File: config.mk
export PLATFORM = sky130hd
export DESIGN_NAME = uart_cipher_fifo
export DESIGN_NICKNAME = d
export VERILOG_FILES = /design/src/rtl/uart_cipher_fifo.sv
export SDC_FILE = /design/constraint.sdc
export NUM_CORES = 1
export LEC_CHECK = 0
export ABC_CLOCK_PERIOD_IN_PS = 3500
export BUFFER_PORTS_ARGS = -buffer_cell sky130_fd_sc_hd__buf_2
export CORE_ASPECT_RATIO = 0.9
export CORE_MARGIN = 1
export CORE_UTILIZATION = 40
export CTS_CLUSTER_SIZE = 24
export DETAILED_ROUTE_END_ITERATION = 12
export GPL_TIMING_DRIVEN = 0
export HOLD_SLACK_MARGIN = 0.1
export PLACE_DENSITY = 0.65
export SKIP_LAST_GASP = 1
export SLEW_MARGIN = 5
export SYNTH_ARGS = -nofsm -noshare
export SYNTH_HDL_FRONTEND = slang
export SYNTH_SLANG_ARGS = --single-unit
File: constraint.sdc
create_clock -name clk -period 3.5 [get_ports clk]
set_input_delay 0 -clock clk [delete_from_list [all_inputs] [get_ports clk]]
set_output_delay 0 -clock clk [all_outputs]
set_load 0.01 [all_outputs]
File: src/rtl/uart_cipher_fifo.sv
// Buffered byte stage between uart_rx and uart_tx. Queues received bytes, optionally XORs
// them with an 8-bit Galois LFSR keystream, and launches each one with a busy-tracked handshake.
module uart_cipher_fifo #(
    parameter int         DEPTH       = 16,
    parameter logic [7:0] SEED        = 8'hA5,
    parameter int         ACK_TIMEOUT = 4
) (
    input  logic                           clk,
    input  logic                           rst_n,
    input  logic                           rx_data_valid,
    input  logic [7:0]                     rx_data,
    input  logic                           tx_busy,
    output logic                           tx_start,
    output logic [7:0]                     tx_data,
    input  logic                           cipher_en,
    input  logic                           key_load,
    input  logic [7:0]                     key,
    input  logic                           clr_ovf,
    output logic [$clog2(DEPTH+1)-1:0]     fifo_count,
    output logic                           overflow
);

    localparam int         AW        = $clog2(DEPTH);
    localparam int         CW        = $clog2(DEPTH+1);
    localparam logic [CW-1:0] FULL_CNT = CW'(DEPTH);
    localparam logic [7:0] ACK_MAX   = 8'(ACK_TIMEOUT);
    // An all-zero state would lock the LFSR, so zero seeds and keys become 8'h01.
    localparam logic [7:0] SEED_EFF  = (SEED == 8'h00) ? 8'h01 : SEED;

    typedef enum logic [1:0] {IDLE, WAIT_HI, WAIT_LO} state_t;

    state_t      state;
    logic [7:0]  mem [DEPTH];
    logic [AW-1:0] wr_ptr;
    logic [AW-1:0] rd_ptr;
    logic [7:0]  lfsr;
    logic [7:0]  wait_cnt;
    logic        full;
    logic        push;
    logic        launch;
    logic [7:0]  head;

    function automatic logic [7:0] lfsr_step(input logic [7:0] s);
        return {1'b0, s[7:1]} ^ (s[0] ? 8'hB8 : 8'h00);
    endfunction

    assign full   = (fifo_count == FULL_CNT);
    assign push   = rx_data_valid && !full;
    assign launch = (state == IDLE) && (fifo_count != '0) && !tx_busy;
    assign head   = mem[rd_ptr];

    always_ff @(posedge clk) begin
        if (push) begin
            mem[wr_ptr] <= rx_data;
        end
    end

    // A full FIFO drops the incoming byte even when a pop frees a slot in the same cycle.
    always_ff @(posedge clk or negedge rst_n) begin
        if (!rst_n) begin
            wr_ptr     <= '0;
            rd_ptr     <= '0;
            fifo_count <= '0;
            overflow   <= 1'b0;
        end else begin
            if (push) begin
                wr_ptr <= wr_ptr + 1'b1;
            end
            if (launch) begin
                rd_ptr <= rd_ptr + 1'b1;
            end
            case ({push, launch})
                2'b10:   fifo_count <= fifo_count + 1'b1;
                2'b01:   fifo_count <= fifo_count - 1'b1;
                default: fifo_count <= fifo_count;
            endcase
            if (rx_data_valid && full) begin
                overflow <= 1'b1;
            end else if (clr_ovf) begin
                overflow <= 1'b0;
            end
        end
    end

    always_ff @(posedge clk or negedge rst_n) begin
        if (!rst_n) begin
            lfsr <= SEED_EFF;
        end else if (key_load) begin
            lfsr <= (key == 8'h00) ? 8'h01 : key;
        end else if (launch && cipher_en) begin
            lfsr <= lfsr_step(lfsr);
        end
    end

    // WAIT_HI gives up after ACK_TIMEOUT idle cycles so a silent transmitter cannot stall the queue.
    always_ff @(posedge clk or negedge rst_n) begin
        if (!rst_n) begin
            state    <= IDLE;
            tx_start <= 1'b0;
            tx_data  <= 8'h00;
            wait_cnt <= 8'h00;
        end else begin
            tx_start <= 1'b0;
            unique case (state)
                IDLE: begin
                    if (launch) begin
                        tx_data  <= head ^ (cipher_en ? lfsr : 8'h00);
                        tx_start <= 1'b1;
                        wait_cnt <= 8'h00;
                        state    <= WAIT_HI;
                    end
                end
                WAIT_HI: begin
                    if (tx_busy) begin
                        state <= WAIT_LO;
                    end else if (wait_cnt == ACK_MAX) begin
                        state <= IDLE;
                    end else begin
                        wait_cnt <= wait_cnt + 8'd1;
                    end
                end
                WAIT_LO: begin
                    if (!tx_busy) begin
                        state <= IDLE;
                    end
                end
                default: state <= IDLE;
            endcase
        end
    end

endmodule

[Yosys cells after proc, flatten, opt, wreduce, memory -nomap -nowiden]
Memory sizes are Yosys's and may differ from the RTL's.
Index checks and enable logic that the tools add are counted.
Storage, ports and cells
  flip-flop bits (word level): 41
  memory bits (writable): 128
  input port bits: 23
  output and inout bits: 15
  word-level logic and storage cells: 66
  memories kept: 1
Memory list
  mem: words 16, width 8, rd ports 1, clocked after memory_dff 0, wr ports 1, line 33  | logic [7:0] mem [DEPTH];
Operators by class
  add/subtract/negate cells: 5
  eq/ne operators: 11
  mux-type cells: 21
  bitwise gates (word level): 2
  reductions and logical operators: 17
Operator list (number)
  $mux W8: 8
  $pmux W8 S2: 1
  $pmux W5 S2: 1
  $add A4 B1 Y4 const B: 2
  $add A8 B1 Y8 const B: 1
  $eq A8 B3 Y1 const B: 1
  $logic_not A8 Y1: 1
  $mux W2: 4
  $ne A2 B2 Y1 const B: 4
  $reduce_bool A2 Y1: 4
  $xor A7 B8 Y8: 1
  $xor A8 B8 Y8: 1
  $mux W1: 6
  $pmux W2 S3: 1
  $add A5 B1 Y5 const B: 1
  $eq A5 B5 Y1 const B: 1
  $logic_and A1 B1 Y1: 5
  $reduce_bool A5 Y1: 1
  $sub A5 B1 Y5 const B: 1
  $eq A2 B1 Y1 const B: 2
  $eq A2 B2 Y1 const B: 2
  $reduce_and A4 Y1: 1
  $ne A3 B3 Y1 const B: 1
  $reduce_and A3 Y1: 1
  3 further kinds: 4

[Logic depth before layout (Yosys ltp)]
Gate-level depths: netlist of the first run.
  depth in word-level cells: 6
  gate-level depth with buffers: 14

[Least setup slack after synthesis of the first run]
Ideal clock, no wire load.
  kind: register -> register
  start: reg fifo_count[1]
  end: reg fifo_count[4]
  setup time: 0.080 ns
  arrival time: 2.809 ns
  required time: 3.420 ns
  setup slack: 0.611 ns
  cell stages (with the launch flop): 14
  clock period less this slack: 2.889 ns
  cell sequence: dfrtp_1 > buf_4 > or4_4 > o21ai_4 > inv_2 > buf_2 > ha_1 > clkbuf_1 > xor2_1 > ha_1 > o211ai_1 > a21oi_1 > o21bai_1 > xnor2_1
Between the ends
  longest elaborated chain between the ends: 5
Ends and longest elaborated chain
  start, declared: line 19  | output logic [$clog2(DEPTH+1)-1:0] fifo_count,
  start signal, assigned: line 73  | 2'b10: fifo_count <= fifo_count + 1'b1;
  start signal, assigned: line 74  | 2'b01: fifo_count <= fifo_count - 1'b1;
  start signal, assigned: line 75  | default: fifo_count <= fifo_count;
  $reduce_bool A5 Y1 *: line 49  | assign launch = (state == IDLE) && (fifo_count != '0) && !tx_busy;
  $logic_and A1 B1 Y1 * (2 in a row): line 49
  named net launch: line 40  | logic launch;
  $eq A2 B1 Y1 or $eq A2 B2 Y1 (tied branches): line 72  | case ({push, launch})
  $pmux W5 S2 or $reduce_bool A2 Y1 (tied branches)
Mark *: on every way through the listed nets, which the timed path passes. The rest lies on a longest branch.
A chain may end at the register's enable or synchronous reset.

[Worst setup path in the final report of the first run]
Ends and elaborated chain as after synthesis.

==> results of run 1 <==
[state kept, by name (all words and copies together) (netlist names), 2 cells and up]
name	flops
mem	128
lfsr	8
tx_data	8
wait_cnt	8
fifo_count	5
rd_ptr	4
wr_ptr	4
state	2
[power by group through the flow]
stage | Combinational, mW | Sequential [mW] | Clock, mW
after floorplan | 1.42 | 2.69 | 0
after global routing | 2.28 | 2.69 | 1.97
after global placement | 2.01 | 2.67 | 0
after CTS | 2.09 | 2.66 | 1.88
final | 2.07 | 2.65 | 1.86
after detailed placement | 2.05 | 2.69 | 0
[layout make-up]
class,instances,area (µm²),share of cell area
Buffer,22,98.8,0.0118
Clock buffer,17,425,0.0509
Clock inverter,15,155,0.0186
Inverter,11,41.3,0.00494
Multi-Input combinational cell,230,2000,0.240
Sequential cell,169,4870,0.583
Tap cell,235,294,0.0352
Timing Repair Buffer,64,460,0.0551
[stage by stage]
stage	area [µm²]	power, mW
finish	8350	6.59
global route	8350	6.93
CTS	8350	6.63
detailed placement	7490	4.74
global placement	7490	4.69
floorplan	7020	4.11
[per-layer routing]
metal,share of wire,global-route usage
met4,0.014,0.0557
met5,0,0
met2,0.46,0.264
met1,0.48,0.240
met3,0.052,0.0486
[critical path: cells and delay by family, from the launching register on]
kind / cells / cell delay, ns
AOI/OAI and AO/OA: 4 / 0.76
buffers and inverters: 4 / 0.68
and+or+nand+nor: 1 / 0.55
adders and majority gates: 2 / 0.44
DFF: 1 / 0.38
xor gates and xnor gates: 2 / 0.31
[kinds of logic (layout without fill, tap and decap cells)]
group,Yosys count,in the layout,share of synthesized area
xor gates and xnor gates,30,30,0.0374
DFF,169,169,0.694
AOI/OAI and AO/OA,57,57,0.0499
adders and majority gates,11,11,0.0196
muxes,47,47,0.124
and+or+nand+nor,85,85,0.0542
buffers and inverters,33,129,0.0200
[path summary, 6_finish.rpt]
| path | startpoint | endpoint | slack (ns) | cells after the start |
|---|---|---|---|---|
| worst max-delay path | fifo_count[1] | fifo_count[4] | 0.30 | 13 |
| worst min-delay path | rx_data_valid | wr_ptr[0] | 0.11 | 3 |
| worst max register to register | fifo_count[1] | fifo_count[4] | 0.30 | 13 |
| worst min register to register | tx_data[0] | tx_data[0] | 0.48 | 2 |
| max in group asynchronous | rst_n | lfsr[1] | 2.68 | 2 |
| min in group asynchronous | rst_n | fifo_count[4] | 0.24 | 2 |
[placed cells by master (no fill, tap or decap), types with 2 or more instances in the layout]
master	Yosys	routed
a21oi_1	13	13
a2bb2oi_1	4	4
and3_1	2	2
buf_1	2	2
buf_2	7	43
buf_4	2	2
clkbuf_1	11	11
clkbuf_16	0	17
clkinv_4	0	2
dfrtp_1	37	37
dfstp_2	4	4
dlygate4sd3_1	0	28
edfxtp_1	128	128
ha_1	11	11
inv_1	10	10
inv_6	0	4
inv_8	0	5
mux2_2	2	2
mux2i_1	13	13
mux4_2	32	32
nand2_1	38	38
nand2b_1	3	3
nand4_1	4	4
nor2_1	23	23
nor3_1	6	6
nor4_1	2	2
o2111ai_1	2	2
o21ai_0	21	21
o21ai_1	3	3
o22ai_1	7	7
xnor2_1	8	8
xor2_1	22	22
==> metrics.txt, run 1 <==
Max Buffers Root-to-Sink 2; Top FF cell, synth edfxtp_1; Initial Util 0.413; Reg power frac 0.403; FILL cells 1433; Syn Area/Cell around 16 µm²; Clock Skew 0.00938 ns; post-synthesis sequential area ratio 0.694; Async S/R FF share, synth 0.243; internal power approximately 4.4 mW; Max Clk Rate 313 MHz; largest net degree at the start of global routing between 40 and 50; GRT Total Usage 0.173; switching part of the total 0.332; crit path launch type flip-flop; Clk pin slew, worst setup/hold paths approximately 0.070 ns; Gate power share 0.315; Max-slew headroom 0.130; Die ar. about 0.018 mm²; Final Setup Violations 0; max incr delay on CP ~0.55 ns; Leak Pwr about 3 nW; cells along the critical path buf_4 > or4_4 > o21ai_4 > inv_2 > buf_2 > ha_1 > clkbuf_1 > xor2_1 > ha_1 > o211ai_1 > a21oi_1 > o21bai_1 > xnor2_1; Post-synth EDFFs approximately 130; vias per cell 5.14; Buffers on Ports 36; worst hold margin about 0.11 ns; crit path time final between 3 and 4 ns; H-tree levels 4; setup TNS 0 ns; Core Footprint between 0.015 and 0.02 mm²; Data arrival, critical path 3.55 ns; Inserted Diodes 0; Critical Path Sink Type flip-flop; Switch Pwr about 2.2 mW; Post-CTS Resized 0; most common library cells after synthesis 128 x edfxtp_1, 38 x nand2_1, 37 x dfrtp_1; Place WS ~0.32 ns; RSZ-0062 raised after global routing false; count leader, synth edfxtp_1; first-pass GRT wire length roughly 23000 µm; Synth top area share 0.548; Worst VDD drop 0.000328 V; leading area contributor after synthesis edfxtp_1; clock buffer count from CTS 17; fin cells around 760; antenna violations before repair 0; gr ovfl total 0; Slew Viols, Final 0; standard-cell row count 45; CTS tree built; Hold Vio Cnt, Final 0; DR DRC count 0; outcome completed; syn_nets 466; fin nets 549; IO Pins 38; fin crit share 0.913; via count just under 4000; max cap viols 0; Placer Congestion slightly above 0.8; most frequent CP cell ha_1; placed cells 703; wire per inst about 19 µm; Worst-Margin Slew around 1.3 ns; Root Driver clkbuf_16; Syn. warnings 0; vias in the first global route ~4100; Detailed Routing Iterations Pass 1 4; drt total wl roughly 14000 µm; Pwr per Cell Area about 790 mW/mm²; ANT nets after route 0; chip height 128 µm; Max FO, Critical Path 11; Unique masters post-synth 42; Area Overhead vs Synth 19.0%; setup bufs post-CTS 0; DRT iter0 DRCs between 200 and 300; final core occ 0.491; number of synthesized register bits approximately 170; critical path's slowest cell or4_4; die span in x approximately 140 µm; final worst slack approximately 0.30 ns; HPWL Detailed just over 9000 µm; synth top area cells edfxtp_1 55%, dfrtp_1 13%, mux4_2 10%; clk sinks 169; Clk pwr share 0.282; Post-Syn Area 0.00702 mm²; CP Class flip-flop to flip-flop; Mapped Cells ~430; hold_buf cts 28; Required @ worst endpoint 3.86 ns; Worst-Skew Late Latency around 0.43 ns; Hold Crit Class input pin to flip-flop; fraction of layout cells with a size suffix above 1 0.229
No activity file was read; power rests on OpenSTA's default activity.
==> inputs of run 2 (changes only) <==
--- a/config.mk
+++ b/config.mk
@@ -5,7 +5,6 @@
 export SDC_FILE = /design/constraint.sdc
 export NUM_CORES = 1
 export LEC_CHECK = 0
-export ABC_CLOCK_PERIOD_IN_PS = 3500
 export BUFFER_PORTS_ARGS = -buffer_cell sky130_fd_sc_hd__buf_2
 export CORE_ASPECT_RATIO = 0.9
 export CORE_MARGIN = 1
@@ -15,6 +14,7 @@
 export GPL_TIMING_DRIVEN = 0
 export HOLD_SLACK_MARGIN = 0.1
 export PLACE_DENSITY = 0.65
+export RECOVER_POWER = 100
 export SKIP_LAST_GASP = 1
 export SLEW_MARGIN = 5
 export SYNTH_ARGS = -nofsm -noshare
==> metrics.txt, run 2 (synthesis gave the netlist of run 1 again) <==
CTS tree built; Core Footprint ~0.017 mm²; vias in the first global route between 4000 and 5000; CP Class flip-flop to flip-flop; fraction of layout cells with a size suffix above 1 0.178; IO Pins 38; Required @ worst endpoint between 3 and 4 ns; fin nets 549; violated checks max-capacitance violations, max-slew violations; Max FO, Critical Path 11; worst hold margin approximately 0.11 ns; outcome complete, but fails checks; Worst-Skew Late Latency 0.44 ns; H-tree levels 4; Root Driver clkbuf_16; HPWL Detailed 9250 µm; ANT nets after route 0; Max-slew headroom -0.464; most flop-heavy register mem; first-pass GRT wire length about 23000 µm; drt total wl ~14000 µm; Detailed Routing Iterations Pass 1 4; Buffers on Ports 36; Clock Skew between 0.01 and 0.015 ns; fin crit share 0.925; die span in x roughly 140 µm; Critical Path Sink Type flip-flop; flop2flop setup slack between 0.2 and 0.3 ns; setup bufs post-CTS 0; Worst Hold Path EP wr_ptr[0]; Worst-Margin Slew between 2 and 2.5 ns; standard-cell row count 45; Inserted Diodes 0; wire per inst 18.9 µm; max cap viols 1; most common cell after layout, fill and taps aside edfxtp_1; crit path time final 3.24 ns; max reg flops between 100 and 150; vias per cell around 5.1; Hold Vio Cnt, Final 0; largest net degree at the start of global routing 42; chip height approximately 130 µm; via count about 4000; Die ar. 0.0181 mm²; Pwr per Cell Area 789 mW/mm²; Area Overhead vs Synth 18.5%; r2r worst-path depth 13; DR DRC count 0; GRT Total Usage 0.173; DRT iter0 DRCs ~250; Max Clk Rate 309 MHz; r2r startpoint fifo_count[1]; antenna violations before repair 0; Slew Viols, Final 42; gr ovfl total 0; Max Buffers Root-to-Sink 2; HP Start rx_data_valid; crit path launch type flip-flop; FF-to-FF End fifo_count[4]; Placer Congestion around 0.82; RSZ-0062 raised after global routing false; clk sinks ~170; FILL cells ~1400; Initial Util 0.413; most frequent cells in the layout 128 x edfxtp_1, 39 x nand2_1, 37 x dfrtp_1, 36 x clkbuf_1, 32 x mux4_2; Leak Pwr 2.95 nW; Final Setup Violations 0; final core occ 0.489; Data arrival, critical path 3.60 ns; Clk pin slew, worst setup/hold paths approximately 0.070 ns; Worst VDD drop roughly 0.00033 V; clock buffer count from CTS 17; Hold Crit Class input pin to flip-flop; setup TNS 0 ns; hold depth 3
==> run 2: cell count changes in the layout (fill, tap and decap cells not counted), sizes merged <==
cell,previous run,this run
buf,47,22
clkbuf,28,53
==> run 2: per-stage QoR <==
step,setup slack [ns],instances,area [µm²],power (mW)
2_1_floorplan,0.611,432,7020,4.11
4_1_cts,0.298,763,8350,6.63
3_3_place_gp,0.358,703,7490,4.69
3_5_place_dp,0.317,703,7490,4.74
5_1_grt,0.0702,763,8320,6.90
6_report,0.264,763,8320,6.56
==> run 2: where the power goes <==
group,switching (mW),internal [mW]
clock network,0.844,1.01
registers,0.163,2.49
logic,1.18,0.866
==> run 2: per-layer routing <==
| metal | wire, µm | track usage | vias up | part of all wire |
|---|---|---|---|---|
| met2 | 6660 | 0.264 | 123 | 0.46 |
| li1 | - | - | 1805 | - |
| met3 | 771 | 0.0486 | 12 | 0.054 |
| met1 | 6750 | 0.240 | 1981 | 0.47 |
| met4 | 207 | 0.0557 | 0 | 0.014 |
| met5 | 0 | 0 | - | 0 |
==> run 2: critical path, stage by stage (launching register included) <==
cell and delay [ns]:
dfrtp_1 0.38, buf_4 0.16, or4_1 0.57, o21ai_4 0.28
inv_2 0.12, buf_2 0.21, ha_1 0.21, clkbuf_1 0.19
xor2_1 0.18, ha_1 0.23, o211ai_1 0.21, a21oi_1 0.10
o21bai_1 0.18, xnor2_1 0.13
==> run 2: worst max-delay path by stage <==
| stage | from | end | slack (ns) |
|---|---|---|---|
| finish | fifo_count[1] | fifo_count[4] | 0.26 |
| global route | fifo_count[1] | fifo_count[4] | 0.07 |
| detailed placement | fifo_count[1] | fifo_count[4] | 0.32 |
| CTS | fifo_count[1] | fifo_count[4] | 0.30 |
| floorplan | fifo_count[1] | fifo_count[4] | 0.61 |
| global placement | fifo_count[2] | mem[3][1] | 0.36 |
==> run 2: cell type report <==
class                      instances  area (µm²)  share of cell area
sequential                       169        4870               0.586
tap                              235         294              0.0354
timing repair buffer              64         430              0.0518
inverter                          11        41.3             0.00496
multi-input combinational        230        2000               0.240
clock inverter                    15         155              0.0187
clock buffer                      17         425              0.0512
buffer                            22        97.6              0.0117
==> run 2: what timing repair did <==
item                                   4_1_cts  5_1_grt
resized for setup                            0        0
hold buffers                                28        0
endpoints found under the hold margin      177        0
